`config.mk`:
```
export PLATFORM = sky130hd
export DESIGN_NAME = register_writeback_queue_flat
export DESIGN_NICKNAME = d
export VERILOG_FILES = /design/src/rtl/register_writeback_queue_pkg.sv /design/src/rtl/register_writeback_queue_if.sv /design/src/rtl/register_writeback_queue_lookup.sv /design/src/rtl/register_writeback_queue.sv /design/src/flat_wrapper.sv
export SDC_FILE = /design/constraint.sdc
export NUM_CORES = 1
export LEC_CHECK = 0
export BUFFER_PORTS_ARGS = -buffer_cell sky130_fd_sc_hd__buf_2
export CORE_ASPECT_RATIO = 1.75
export CORE_MARGIN = 2
export CORE_UTILIZATION = 54
export DETAILED_ROUTE_END_ITERATION = 6
export GPL_ROUTABILITY_DRIVEN = 0
export PLACE_DENSITY = 0.82
export SYNTH_ARGS = -nofsm -noshare
export SYNTH_HDL_FRONTEND = slang
export SYNTH_SLANG_ARGS = --single-unit
```
`constraint.sdc`:
```
create_clock -name clock -period 4.8 [get_ports clock]
set_input_delay 0.96 -clock clock [delete_from_list [all_inputs] [get_ports clock]]
set_output_delay 0.96 -clock clock [all_outputs]
set_load 0.05 [all_outputs]
```
`src/rtl/register_writeback_queue_pkg.sv`:
```
// Shared pipeline definitions for the register writeback queue: default sizes and the queued entry.
package register_writeback_queue_pkg;

   localparam int unsigned WB_DEPTH  = 4;
   localparam int unsigned WB_DATA_W = 32;
   localparam int unsigned WB_ADDR_W = 5;

   typedef struct packed {
      logic [WB_ADDR_W-1:0] address;
      logic [WB_DATA_W-1:0] data;
   } wb_entry_t;

endpackage

```
`src/rtl/register_writeback_queue_if.sv`:
```
// Producer/consumer bundle of the writeback queue: ALU and load offers, register-file write, bypass lookups.
interface register_writeback_queue_if
   import register_writeback_queue_pkg::*;
#(
   parameter int unsigned DEPTH      = WB_DEPTH,
   parameter int unsigned DATA_WIDTH = WB_DATA_W,
   parameter int unsigned ADDR_WIDTH = WB_ADDR_W
) ();

   localparam int unsigned CNT_W = $clog2(DEPTH) + 1;

   logic                  aluValid;
   logic [ADDR_WIDTH-1:0] aluAddress;
   logic [DATA_WIDTH-1:0] aluData;
   logic                  aluReady;
   logic                  loadValid;
   logic [ADDR_WIDTH-1:0] loadAddress;
   logic [DATA_WIDTH-1:0] loadData;
   logic                  loadReady;
   logic                  regWriteEnable;
   logic [ADDR_WIDTH-1:0] regWriteAddress;
   logic [DATA_WIDTH-1:0] regWriteData;
   logic [ADDR_WIDTH-1:0] lookupAddress1;
   logic [ADDR_WIDTH-1:0] lookupAddress2;
   logic                  lookupHit1;
   logic                  lookupHit2;
   logic [DATA_WIDTH-1:0] lookupData1;
   logic [DATA_WIDTH-1:0] lookupData2;
   logic [CNT_W-1:0]      count;
   logic                  full;
   logic                  empty;

   modport master (
      output aluValid, aluAddress, aluData, loadValid, loadAddress, loadData,
             lookupAddress1, lookupAddress2,
      input  aluReady, loadReady, regWriteEnable, regWriteAddress, regWriteData,
             lookupHit1, lookupHit2, lookupData1, lookupData2, count, full, empty
   );

   modport slave (
      input  aluValid, aluAddress, aluData, loadValid, loadAddress, loadData,
             lookupAddress1, lookupAddress2,
      output aluReady, loadReady, regWriteEnable, regWriteAddress, regWriteData,
             lookupHit1, lookupHit2, lookupData1, lookupData2, count, full, empty
   );

endinterface

```
`src/rtl/register_writeback_queue_lookup.sv`:
```
// Newest-match bypass search over the occupied window of the writeback queue.
module writeback_lookup
   import register_writeback_queue_pkg::*;
#(
   parameter int unsigned DEPTH      = WB_DEPTH,
   parameter int unsigned DATA_WIDTH = WB_DATA_W,
   parameter int unsigned ADDR_WIDTH = WB_ADDR_W,
   localparam int unsigned PTR_W     = $clog2(DEPTH),
   localparam int unsigned CNT_W     = $clog2(DEPTH) + 1
) (
   input  wb_entry_t [DEPTH-1:0] entries_i,
   input  logic [PTR_W-1:0]      head_i,
   input  logic [CNT_W-1:0]      count_i,
   input  logic                  enable_i,
   input  logic [ADDR_WIDTH-1:0] query_i,
   output logic                  hit_o,
   output logic [DATA_WIDTH-1:0] data_o
);

   logic [PTR_W-1:0] idx;

   // Walk oldest to newest so a later (newer) match overrides an earlier one.
   always_comb begin
      hit_o  = 1'b0;
      data_o = '0;
      idx    = '0;
      for (int unsigned i = 0; i < DEPTH; i++) begin
         idx = head_i + PTR_W'(i);
         if (enable_i && (query_i != '0) && (CNT_W'(i) < count_i) &&
             (ADDR_WIDTH'(entries_i[idx].address) == query_i)) begin
            hit_o  = 1'b1;
            data_o = DATA_WIDTH'(entries_i[idx].data);
         end
      end
   end

endmodule

```
`src/rtl/register_writeback_queue.sv`:
```
// Circular writeback queue merging ALU and load results into one register-file write port with bypass lookups.
module register_writeback_queue
   import register_writeback_queue_pkg::*;
#(
   parameter int unsigned DEPTH      = WB_DEPTH,
   parameter int unsigned DATA_WIDTH = WB_DATA_W,
   parameter int unsigned ADDR_WIDTH = WB_ADDR_W
) (
   input logic clock,
   input logic reset,
   register_writeback_queue_if.slave wb
);

   localparam int unsigned PTR_W = $clog2(DEPTH);
   localparam int unsigned CNT_W = $clog2(DEPTH) + 1;

   wb_entry_t [DEPTH-1:0] mem_q;
   logic [PTR_W-1:0]      head_q, head_d;
   logic [PTR_W-1:0]      tail_q, tail_d;
   logic [CNT_W-1:0]      count_q, count_d;

   logic [CNT_W-1:0] free_c;
   logic [CNT_W-1:0] n_enq_c;
   logic [PTR_W-1:0] alu_slot_c;
   logic             load_ready_c, alu_ready_c;
   logic             load_enq_c, alu_enq_c, deq_c;
   wb_entry_t        load_entry_c, alu_entry_c;

   assign free_c       = CNT_W'(DEPTH) - count_q;
   assign load_ready_c = !reset && (count_q != CNT_W'(DEPTH));
   assign alu_ready_c  = !reset && ((free_c >= CNT_W'(2)) ||
                                    ((free_c == CNT_W'(1)) && !wb.loadValid));
   // Writes to $zero complete the handshake but never occupy a slot.
   assign load_enq_c   = wb.loadValid && load_ready_c && (wb.loadAddress != '0);
   assign alu_enq_c    = wb.aluValid && alu_ready_c && (wb.aluAddress != '0);
   assign deq_c        = !reset && (count_q != '0);

   assign load_entry_c = '{address: WB_ADDR_W'(wb.loadAddress), data: WB_DATA_W'(wb.loadData)};
   assign alu_entry_c  = '{address: WB_ADDR_W'(wb.aluAddress), data: WB_DATA_W'(wb.aluData)};

   // Load is older than a same-cycle ALU result, so it takes the first free slot.
   always_comb begin
      head_d     = head_q;
      tail_d     = tail_q;
      count_d    = count_q;
      n_enq_c    = CNT_W'(load_enq_c) + CNT_W'(alu_enq_c);
      alu_slot_c = tail_q + PTR_W'(load_enq_c);
      if (deq_c) begin
         head_d = head_q + PTR_W'(1);
      end
      tail_d  = tail_q + PTR_W'(n_enq_c);
      count_d = count_q + n_enq_c - CNT_W'(deq_c);
   end

   always_ff @(posedge clock) begin
      if (reset) begin
         head_q  <= '0;
         tail_q  <= '0;
         count_q <= '0;
      end else begin
         head_q  <= head_d;
         tail_q  <= tail_d;
         count_q <= count_d;
         if (load_enq_c) begin
            mem_q[tail_q] <= load_entry_c;
         end
         if (alu_enq_c) begin
            mem_q[alu_slot_c] <= alu_entry_c;
         end
      end
   end

   assign wb.loadReady       = load_ready_c;
   assign wb.aluReady        = alu_ready_c;
   assign wb.regWriteEnable  = deq_c;
   assign wb.regWriteAddress = deq_c ? ADDR_WIDTH'(mem_q[head_q].address) : '0;
   assign wb.regWriteData    = deq_c ? DATA_WIDTH'(mem_q[head_q].data) : '0;
   assign wb.count           = count_q;
   assign wb.full            = (count_q == CNT_W'(DEPTH));
   assign wb.empty           = (count_q == '0);

   writeback_lookup #(
      .DEPTH(DEPTH), .DATA_WIDTH(DATA_WIDTH), .ADDR_WIDTH(ADDR_WIDTH)
   ) u_lookup1 (
      .entries_i (mem_q),
      .head_i    (head_q),
      .count_i   (count_q),
      .enable_i  (!reset),
      .query_i   (wb.lookupAddress1),
      .hit_o     (wb.lookupHit1),
      .data_o    (wb.lookupData1)
   );

   writeback_lookup #(
      .DEPTH(DEPTH), .DATA_WIDTH(DATA_WIDTH), .ADDR_WIDTH(ADDR_WIDTH)
   ) u_lookup2 (
      .entries_i (mem_q),
      .head_i    (head_q),
      .count_i   (count_q),
      .enable_i  (!reset),
      .query_i   (wb.lookupAddress2),
      .hit_o     (wb.lookupHit2),
      .data_o    (wb.lookupData2)
   );

endmodule

```
`src/flat_wrapper.sv`:
```
// flat-port wrapper written by rule: the top's interface ports become plain ports
module register_writeback_queue_flat import register_writeback_queue_pkg::*;
#(
   parameter int unsigned DEPTH      = WB_DEPTH,
   parameter int unsigned DATA_WIDTH = WB_DATA_W,
   parameter int unsigned ADDR_WIDTH = WB_ADDR_W
)
  (clock, reset, wb_aluValid, wb_aluAddress, wb_aluData, wb_loadValid, wb_loadAddress, wb_loadData, wb_lookupAddress1, wb_lookupAddress2, wb_aluReady, wb_loadReady, wb_regWriteEnable, wb_regWriteAddress, wb_regWriteData, wb_lookupHit1, wb_lookupHit2, wb_lookupData1, wb_lookupData2, wb_count, wb_full, wb_empty);
  register_writeback_queue_if #(.DEPTH(DEPTH), .DATA_WIDTH(DATA_WIDTH), .ADDR_WIDTH(ADDR_WIDTH)) wb_i ();
  input logic clock;
  input logic reset;
  input wire logic [$bits(wb_i.aluValid)-1:0] wb_aluValid;
  input wire logic [$bits(wb_i.aluAddress)-1:0] wb_aluAddress;
  input wire logic [$bits(wb_i.aluData)-1:0] wb_aluData;
  input wire logic [$bits(wb_i.loadValid)-1:0] wb_loadValid;
  input wire logic [$bits(wb_i.loadAddress)-1:0] wb_loadAddress;
  input wire logic [$bits(wb_i.loadData)-1:0] wb_loadData;
  input wire logic [$bits(wb_i.lookupAddress1)-1:0] wb_lookupAddress1;
  input wire logic [$bits(wb_i.lookupAddress2)-1:0] wb_lookupAddress2;
  output wire logic [$bits(wb_i.aluReady)-1:0] wb_aluReady;
  output wire logic [$bits(wb_i.loadReady)-1:0] wb_loadReady;
  output wire logic [$bits(wb_i.regWriteEnable)-1:0] wb_regWriteEnable;
  output wire logic [$bits(wb_i.regWriteAddress)-1:0] wb_regWriteAddress;
  output wire logic [$bits(wb_i.regWriteData)-1:0] wb_regWriteData;
  output wire logic [$bits(wb_i.lookupHit1)-1:0] wb_lookupHit1;
  output wire logic [$bits(wb_i.lookupHit2)-1:0] wb_lookupHit2;
  output wire logic [$bits(wb_i.lookupData1)-1:0] wb_lookupData1;
  output wire logic [$bits(wb_i.lookupData2)-1:0] wb_lookupData2;
  output wire logic [$bits(wb_i.count)-1:0] wb_count;
  output wire logic [$bits(wb_i.full)-1:0] wb_full;
  output wire logic [$bits(wb_i.empty)-1:0] wb_empty;
  assign wb_i.aluValid = wb_aluValid;
  assign wb_i.aluAddress = wb_aluAddress;
  assign wb_i.aluData = wb_aluData;
  assign wb_i.loadValid = wb_loadValid;
  assign wb_i.loadAddress = wb_loadAddress;
  assign wb_i.loadData = wb_loadData;
  assign wb_i.lookupAddress1 = wb_lookupAddress1;
  assign wb_i.lookupAddress2 = wb_lookupAddress2;
  assign wb_aluReady = wb_i.aluReady;
  assign wb_loadReady = wb_i.loadReady;
  assign wb_regWriteEnable = wb_i.regWriteEnable;
  assign wb_regWriteAddress = wb_i.regWriteAddress;
  assign wb_regWriteData = wb_i.regWriteData;
  assign wb_lookupHit1 = wb_i.lookupHit1;
  assign wb_lookupHit2 = wb_i.lookupHit2;
  assign wb_lookupData1 = wb_i.lookupData1;
  assign wb_lookupData2 = wb_i.lookupData2;
  assign wb_count = wb_i.count;
  assign wb_full = wb_i.full;
  assign wb_empty = wb_i.empty;
  register_writeback_queue #(.DEPTH(DEPTH), .DATA_WIDTH(DATA_WIDTH), .ADDR_WIDTH(ADDR_WIDTH)) u_core (.clock(clock), .reset(reset), .wb(wb_i));
endmodule
```
==> results.sh, run 1 <==
export IMPL_p_switching_w=0.00417
export IMPL_clk_path_buf_depth=2
export IMPL_hp_class="reg -> reg"
export IMPL_fin_skew_ns=0.00753
export IMPL_dieArea_sq_um=28100
export IMPL_pwr_share_seq_pct=25.1
export IMPL_overflow=0
export IMPL_grt_max_degree=116
export IMPL_critPathArrivalTime_ns=3.77
export IMPL_synth_async_reset_ratio_pct=0
export IMPL_finalPower_w=0.00872
export IMPL_layout_drive_gt1_share_pct=21.5
export IMPL_grt_pass1_wl_um=72400
export IMPL_place_area_sq_um=15700
export IMPL_wl_per_cell_um=21.9
export IMPL_final_nets=1894
export IMPL_vias=14000
export IMPL_final_common_cell="mux2i_1"
export IMPL_dp_cells=2097
export IMPL_slew_headroom_pct=27.7
export IMPL_initial_core_util_pct=54.5
export IMPL_worstMarginPinSlew_ns=1.08
export IMPL_worst_slack_ns=0.0671
export IMPL_period_needed_ns=4.73
export IMPL_fin_tns_setup_ns=0
export IMPL_internal_power_w=0.00455
export IMPL_first_iter_violations=1306
export IMPL_worstSkewPairLatency_ns=0.44
export IMPL_syn_area_sq_um=14400
export IMPL_dpl_hpwl_um=31600
export IMPL_ys_seq_area_share_pct=31.7
export IMPL_ys_warn_count=0
export IMPL_drv_slew=0
export IMPL_cts_tree="built"
export IMPL_yosys_register_bits=155
export IMPL_cts_root_buffer="clkbuf_16"
export IMPL_post_route_period_util_pct=98.6
export IMPL_synth_cell_types=58
export IMPL_setup_viol=0
export IMPL_die_height_um=220
export IMPL_fp_row_count=79
export IMPL_critPathKind="reg -> out"
export IMPL_final_cells=2137
export IMPL_drtPass1Iterations=6
export IMPL_hold_depth=2
export IMPL_grt_pass1_vias=13900
export IMPL_rrSetupSlack_ns=1.09
export IMPL_status="completed"
export IMPL_track_usage_pct=32.9
export IMPL_combPwrFrac_pct=58.0
export IMPL_cp_endpoint="wb_lookupData2[26]"
export IMPL_synth_nets=1794
export IMPL_path_max_fanout=34
export IMPL_via_per_inst=6.54
export IMPL_ant_nets=0
export IMPL_cts_sinks=155
export IMPL_hold_viol=0
export IMPL_powerDensity_nw_per_um2=533
export IMPL_leakage_nw=6.89
export IMPL_cp_required_ns=3.84
export IMPL_r2r_end="u_core.mem_q[65]$_DFFE_PN_"
export IMPL_timing_rr_start="u_core.wb.count[1]$_SDFF_PP0_"
export IMPL_antenna_found_initial=6
export IMPL_cts_inserted_buffers=17
export IMPL_crit_path_end_kind="output port"
export IMPL_rsz0062_at_grt="false"
export IMPL_syn_to_final_growth_pct=13.2
export IMPL_synth_main_ff_cell="edfxtp_1"
export IMPL_ir_drop_mv=0.408
export IMPL_fillers=2281
export IMPL_avgSynthCellArea_sq_um=8.53
export IMPL_drt_total_wl_um=46700
export IMPL_fin_area_sq_um=16400
export IMPL_maxCapViolations=0
export IMPL_io_buffers=198
export IMPL_power_share_clock_pct=16.8
export IMPL_cts_clk_slew_worst_paths_ns=0.06
export IMPL_crit_start="u_core.head_q[0]$_SDFFE_PP0P_"
export IMPL_pre_cts_ws_ns=0.325
export IMPL_reg2reg_depth=11
export IMPL_synth_edf_count=148
export IMPL_cp_start_kind="flip-flop"
export IMPL_htreeDepth=4
export IMPL_core_sq_um=26500
export IMPL_seqCellArea_sq_um=4590
export IMPL_remaining_drc_errors=0
export IMPL_multiInputGateArea_sq_um=9250
export IMPL_achievable_frequency_mhz=211
export IMPL_layout_common_cells="mux2i_1 (270), nand2_1 (253), o21ai_0 (224)"
export IMPL_swShare_pct=47.9
export IMPL_die_w_um=128
export IMPL_syn_instance_count=1694
export IMPL_boundaryPins=199
## stage by stage
stage | util (%) | hold slack (ns)
detailed placement | 59.1 | 0.653
finish | 61.7 | 0.669
floorplan | - | 0.615
CTS | 61.6 | 0.669
global placement | 59.1 | 0.638
global route | 61.7 | 0.688
## synthesized netlist by cell type, types with 10 or more instances
library cell	count	area [sq um]
a211oi_2	20	250
buf_1	18	67.6
inv_1	10	37.5
xor2_1	20	175
a31oi_1	29	181
xnor2_1	25	219
nor2_1	198	743
buf_2	25	125
nor3_1	12	60.1
ha_1	11	138
and4_1	22	193
o21ai_0	224	1120
edfxtp_1	148	4440
nand2_1	253	950
mux2i_1	270	2700
and2_1	30	188
o2bb2ai_1	22	193
mux2_2	68	766
clkbuf_1	108	405
a21oi_1	41	205
o21bai_1	22	165
## registers in the layout, indices dropped and copies added, names as in the netlist
signal,flops
u_core.head_q,2
u_core.tail_q,2
u_core.mem_q,148
u_core.wb.count,3
## worst min-delay path by stage
stage / startpoint / end / slack (ns)
final: u_core.mem_q[11]$_DFFE_PN_ / u_core.mem_q[11]$_DFFE_PN_ / 0.67
after global routing: u_core.mem_q[25]$_DFFE_PN_ / u_core.mem_q[25]$_DFFE_PN_ / 0.69
after CTS: u_core.mem_q[25]$_DFFE_PN_ / u_core.mem_q[25]$_DFFE_PN_ / 0.67
after detailed placement: u_core.mem_q[28]$_DFFE_PN_ / u_core.mem_q[28]$_DFFE_PN_ / 0.65
after global placement: u_core.mem_q[25]$_DFFE_PN_ / u_core.mem_q[25]$_DFFE_PN_ / 0.64
after floorplan: u_core.mem_q[0]$_DFFE_PN_ / u_core.mem_q[0]$_DFFE_PN_ / 0.62
## power by group through the flow
stage | Sequential (W) | Combinational [W] | Clock (W)
after global routing | 0.00222 | 0.00543 | 0.00153
after global placement | 0.00219 | 0.00476 | 0
after CTS | 0.00218 | 0.00496 | 0.00148
after detailed placement | 0.00222 | 0.00489 | 0
final | 0.00219 | 0.00506 | 0.00147
after floorplan | 0.00207 | 0.00387 | 0
## cell families after synthesis
logic type	synth area share (%)
flops	31.7
mux	25.3
fa+ha+maj	1.09
compound gates	17.2
buf+inv	4.84
simple gates	17.1
xor+xnor	2.73
## worst max-delay path, stage by stage, from the launching register on
cell	delay, ns
dfxtp_4	0.56
mux4_2	0.60
xnor2_1	0.17
o2111ai_1	0.11
or4_1	0.18
buf_6	0.34
nand2_1	0.34
o221a_2	0.34
o22ai_1	0.33
buf_2	0.34
## timing repair
item / 4_1_cts / 5_1_grt
endpoints found under the setup margin: 5 / 21
buffers inserted: 2 / 0
gates resized for setup: 0 / 4
hold buffers: 0 / 0
pin swaps: 1 / 0
## layer usage
| layer | vias up | part of all wire, % | track usage (%) |
|---|---|---|---|
| li1 | 6346 | - | - |
| met5 | - | 0 | 0 |
| met2 | 816 | 51 | 58.8 |
| met3 | 198 | 7.9 | 5.59 |
| met1 | 6613 | 35 | 35.3 |
| met4 | 0 | 5.9 | 22.5 |
## cell type report
cell class / instances / share of cell area, %
Multi-Input combinational cell: 1372 / 56.6
Clock inverter: 12 / 1.19
Tap cell: 324 / 2.48
Sequential cell: 155 / 28.1
Timing Repair Buffer: 238 / 8.65
Antenna cell: 6 / 0.0918
Inverter: 10 / 0.275
Clock buffer: 20 / 2.67
Power figures use the tool's default switching activity.
==> run 2, diff against run 1 <==
PLACE_DENSITY = 0.84   (was 0.82)
==> run 2 against run 1 <==
Clock-buffer cell count rose by 2. Power down 1.2%. Fmax shrank 1.1%. Register-to-register slack lost 0.03 ns. Clock power fell by 7%. Final cell count about the same. Critical path type unchanged. Largest power group unchanged.
==> results.sh, run 2 (same netlist as run 1, synthesis figures left out) <==
export IMPL_hp_class="reg -> reg"
export IMPL_cts_inserted_buffers=17
export IMPL_drv_slew=0
export IMPL_achievable_frequency_mhz=209
export IMPL_period_needed_ns=4.79
export IMPL_first_iter_violations=1211
export IMPL_holdWs_ns=0.671
export IMPL_worstSkewPairLatency_ns=0.45
export IMPL_status="completed"
export IMPL_worst_slack_ns=0.0130
export IMPL_clk_path_buf_depth=2
export IMPL_io_buffers=198
export IMPL_critPathArrivalTime_ns=3.83
export IMPL_cp_required_ns=3.84
export IMPL_ant_nets=0
export IMPL_drtPass1Iterations=5
export IMPL_fin_area_sq_um=16300
export IMPL_setup_viol=0
export IMPL_wl_per_cell_um=21.9
export IMPL_leakage_nw=6.86
export IMPL_track_usage_pct=32.6
export IMPL_cp_start_kind="flip-flop"
export IMPL_dpl_hpwl_um=31600
export IMPL_hold_viol=0
export IMPL_fp_row_count=79
export IMPL_grt_pass1_wl_um=71500
export IMPL_final_nets=1893
export IMPL_final_common_cell="mux2i_1"
export IMPL_maxCapViolations=0
export IMPL_antenna_found_initial=5
export IMPL_cts_root_buffer="clkbuf_16"
export IMPL_dieArea_sq_um=28100
export IMPL_remaining_drc_errors=0
export IMPL_crit_path_end_kind="output port"
export IMPL_regMostFlops="u_core.mem_q"
export IMPL_core_sq_um=26500
export IMPL_die_w_um=128
export IMPL_initial_core_util_pct=54.5
export IMPL_largest_reg_flops=148
export IMPL_vias=14000
export IMPL_pre_cts_ws_ns=0.372
export IMPL_die_height_um=220
export IMPL_ir_drop_mv=0.583
export IMPL_fin_tns_setup_ns=0
export IMPL_drt_total_wl_um=46900
export IMPL_path_max_fanout=39
export IMPL_finalPower_w=0.00862
export IMPL_boundaryPins=199
export IMPL_grt_max_degree=119
export IMPL_syn_to_final_growth_pct=12.6
export IMPL_critPathKind="reg -> out"
export IMPL_htreeDepth=4
export IMPL_postCtsHoldBufs=0
export IMPL_worstMarginPinSlew_ns=0.897
export IMPL_layout_common_cells="mux2i_1 (269), nand2_1 (253), o21ai_0 (224)"
export IMPL_via_per_inst=6.56
export IMPL_grt_pass1_vias=13500
export IMPL_rsz0062_at_grt="true"
export IMPL_fin_skew_ns=0.0123
export IMPL_place_area_sq_um=15700
export IMPL_overflow=0
export IMPL_post_route_period_util_pct=99.7
export IMPL_cts_tree="built"
export IMPL_powerDensity_nw_per_um2=530
export IMPL_cts_clk_slew_worst_paths_ns=0.06
export IMPL_layout_drive_gt1_share_pct=21.3
export IMPL_cts_sinks=155
export IMPL_slew_headroom_pct=40.2
export IMPL_post_cts_repair_setup_buffers=0
-- run 2: critical path, cell delays in order (launching register included) --
cell,delay (ns)
dfxtp_4,0.65
mux2i_1,0.46
mux2_2,0.29
xor2_1,0.18
nand4_1,0.09
or3_2,0.66
buf_12,0.25
a31oi_1,0.40
buf_2,0.36
-- run 2: per-layer routing --
layer | wire length (um) | global-route usage [%]
met3 | 3760 | 6.26
met2 | 23400 | 56.3
met4 | 3350 | 23.9
met5 | 11 | 0
met1 | 16400 | 35.5
-- run 2: path summary, 6_finish.rpt --
| path | to | from | depth (start not counted) | slack [ns] |
|---|---|---|---|---|
| hold reg to reg | u_core.mem_q[61]$_DFFE_PN_ | u_core.mem_q[61]$_DFFE_PN_ | 2 | 0.67 |
| setup reg to reg | u_core.mem_q[58]$_DFFE_PN_ | u_core.wb.count[1]$_SDFF_PP0_ | 11 | 1.06 |
| hold / removal | u_core.mem_q[61]$_DFFE_PN_ | u_core.mem_q[61]$_DFFE_PN_ | 2 | 0.67 |
| setup / recovery | wb_lookupData1[7] | u_core.head_q[1]$_SDFFE_PP0P_ | 8 | 0.01 |
-- run 2: area by class of cell --
cell class / instances / area, sq um
timing repair buffer: 237 / 1400
clock buffer: 22 / 444
clock inverter: 10 / 124
sequential: 155 / 4590
antenna: 6 / 15.0
inverter: 10 / 45.0
tap: 324 / 405
multi-input combinational: 1372 / 9240
fill: 2175 / 10200
-- run 2: power breakdown --
group / internal, W / switching [W]
combinational: 0.00174 / 0.00332
sequential: 0.00188 / 0.000322
clock: 0.000809 / 0.000554
total: 0.00443 / 0.00419
-- run 2: timing repair --
item / in CTS / in global routing
resized for setup: 0 / 4
endpoints found under the hold margin: 0 / 0
setup endpoints to repair: 0 / 28
-- run 2: through the flow --
step	instances	util (%)
3_3_place_gp	2098	59.1
2_1_floorplan	1694	-
5_1_grt	2134	61.4
6_report	2136	61.4
4_1_cts	2130	61.3
3_5_place_dp	2098	59.1
==> run 3, diff against run 2 <==
RECOVER_POWER = 50   (was not set)
==> run 3 against run 2 <==
The run now ends with capacitance limit, slew limit left. Hold slack improved by 0.0045 ns. Sequential share of layout area rose by 0.15 points. Core utilization fell by 0.32 points. Register-to-register slack got worse by 0.86 ns. Combinational power barely moved. Power fell by 0.25%. Global-route usage did not move. Non-clock buffer count did not move. Via count rose by 0.15%. Critical path type unchanged. Critical endpoint is now wb_lookupData1[6]. Highest routed layer unchanged.
==> results.sh, run 3 (same netlist as run 1, synthesis figures left out) <==
export IMPL_post_route_period_util_pct=99.1
export IMPL_dpl_hpwl_um=31600
export IMPL_ant_nets=0
export IMPL_cts_root_buffer="clkbuf_16"
export IMPL_drtPass1Iterations=6
export IMPL_grt_max_degree=119
export IMPL_die_w_um=128
export IMPL_dp_cells=2098
export IMPL_hp_class="reg -> reg"
export IMPL_cts_clk_slew_worst_paths_ns=0.06
export IMPL_drt_total_wl_um=46900
export IMPL_final_nets=1893
export IMPL_finalPower_w=0.00860
export IMPL_powerDensity_nw_per_um2=531
export IMPL_boundaryPins=199
export IMPL_slew_headroom_pct=-34.9
export IMPL_worst_slack_ns=0.0424
export IMPL_rsz0062_at_grt="true"
export IMPL_leakage_nw=6.80
export IMPL_wl_per_cell_um=22.0
export IMPL_vias=14000
export IMPL_cts_tree="built"
export IMPL_via_per_inst=6.57
export IMPL_fin_skew_ns=0.0116
export IMPL_dieArea_sq_um=28100
export IMPL_overflow=0
export IMPL_cts_repair_resized=0
export IMPL_pre_cts_ws_ns=0.372
export IMPL_failed_checks="capacitance limit, slew limit"
export IMPL_setup_viol=0
export IMPL_clk_path_buf_depth=2
export IMPL_crit_path_cell_trace="mux2i_1 > mux2_2 > xor2_1 > nand4_1 > or3_2 > buf_12 > and3_1 > a211o_1 > buf_2"
export IMPL_io_buffers=198
export IMPL_ir_drop_mv=0.585
export IMPL_post_cts_repair_setup_buffers=0
export IMPL_remaining_drc_errors=0
export IMPL_maxCapViolations=2
export IMPL_fp_row_count=79
export IMPL_path_max_fanout=39
export IMPL_cp_start_kind="flip-flop"
export IMPL_grt_pass1_vias=13500
export IMPL_worstMarginPinSlew_ns=2.02
export IMPL_htreeDepth=4
export IMPL_crit_path_end_kind="output port"
export IMPL_core_sq_um=26500
export IMPL_syn_to_final_growth_pct=12.0
export IMPL_cpPeakStageDelay_ns=0.66
export IMPL_antenna_found_initial=5
export IMPL_status="finished, violations left"
export IMPL_fillers=2188
export IMPL_regMostFlops="u_core.mem_q"
export IMPL_first_iter_violations=1363
export IMPL_track_usage_pct=32.6
export IMPL_cts_inserted_buffers=17
export IMPL_final_common_cell="mux2i_1"
export IMPL_die_height_um=220
export IMPL_initial_core_util_pct=54.5
export IMPL_postCtsHoldBufs=0
export IMPL_cts_sinks=155
export IMPL_critPathArrivalTime_ns=3.80
export IMPL_achievable_frequency_mhz=210
export IMPL_layout_drive_gt1_share_pct=20.4
export IMPL_critPathKind="reg -> out"
export IMPL_drv_slew=117
export IMPL_layout_common_cells="mux2i_1 (269), nand2_1 (253), o21ai_0 (224)"
export IMPL_worstSkewPairLatency_ns=0.45
export IMPL_grt_pass1_wl_um=71500
export IMPL_final_cells=2136
export IMPL_period_needed_ns=4.76
export IMPL_cp_required_ns=3.84
export IMPL_hold_viol=0
export IMPL_largest_reg_flops=148
export IMPL_cp_slowest_cell="dfxtp_4"
run 3: cell types whose count changed in the layout (fill, tap and decap cells not counted), moves of 3 or more:
| cell | delta |
|---|---|
| buf_12 | -3 |
| clkbuf_4 | +3 |
| buf_2 | -10 |
| nor2_4 | -4 |
| clkbuf_1 | +11 |
| nor2_1 | +4 |
run 3: where the power goes:
part	switching, W	internal, W	leakage, nW
sequential	0.000322	0.00188	1.51
combinational	0.00330	0.00172	5.01
clock	0.000556	0.000809	0.274
run 3: worst max-delay path, delay by kind of cell (launching register included):
kind / cells / cell delay, ns
simple gates: 3 / 0.94
mux: 2 / 0.75
flops: 1 / 0.66
buf+inv: 2 / 0.47
compound gates: 1 / 0.30
xor+xnor: 1 / 0.18
run 3: final timing paths:
kind	from	end	slack, ns	cells after the start
worst max-delay path	u_core.head_q[1]$_SDFFE_PP0P_	wb_lookupData1[6]	0.04	9
worst min-delay path	u_core.mem_q[61]$_DFFE_PN_	u_core.mem_q[61]$_DFFE_PN_	0.68	2
worst max register to register	u_core.wb.count[1]$_SDFF_PP0_	u_core.mem_q[58]$_DFFE_PN_	0.20	11
worst min register to register	u_core.mem_q[61]$_DFFE_PN_	u_core.mem_q[61]$_DFFE_PN_	0.68	2
run 3: per-layer routing:
metal	up-vias	global-route usage [%]	part of all wire, %
met1	6605	35.5	35
met3	231	6.26	8.2
met5	-	0	0.023
met4	2	23.9	7.2
met2	848	56.3	50
li1	6337	-	-
run 3: area by class of cell:
type,count,area (sq um),area share (%)
clock buffers,22,444,2.75
well taps,324,405,2.51
inverters,10,43.8,0.271
repair buffers,237,1350,8.32
diodes,6,15.0,0.0928
clock inverters,10,124,0.766
flip-flops and latches,155,4590,28.4
multi-input cells,1372,9210,56.9
run 3: stage by stage:
stage               cell area, sq um  hold WS, ns  utilization [%]  setup TNS (ns)
CTS                            16200        0.671             61.3               0
floorplan                      14400        0.615                -               0
global route                   16200        0.700             61.1          -0.278
detailed placement             15700        0.659             59.1               0
finish                         16200        0.675             61.1               0
global placement               15700        0.640             59.1               0
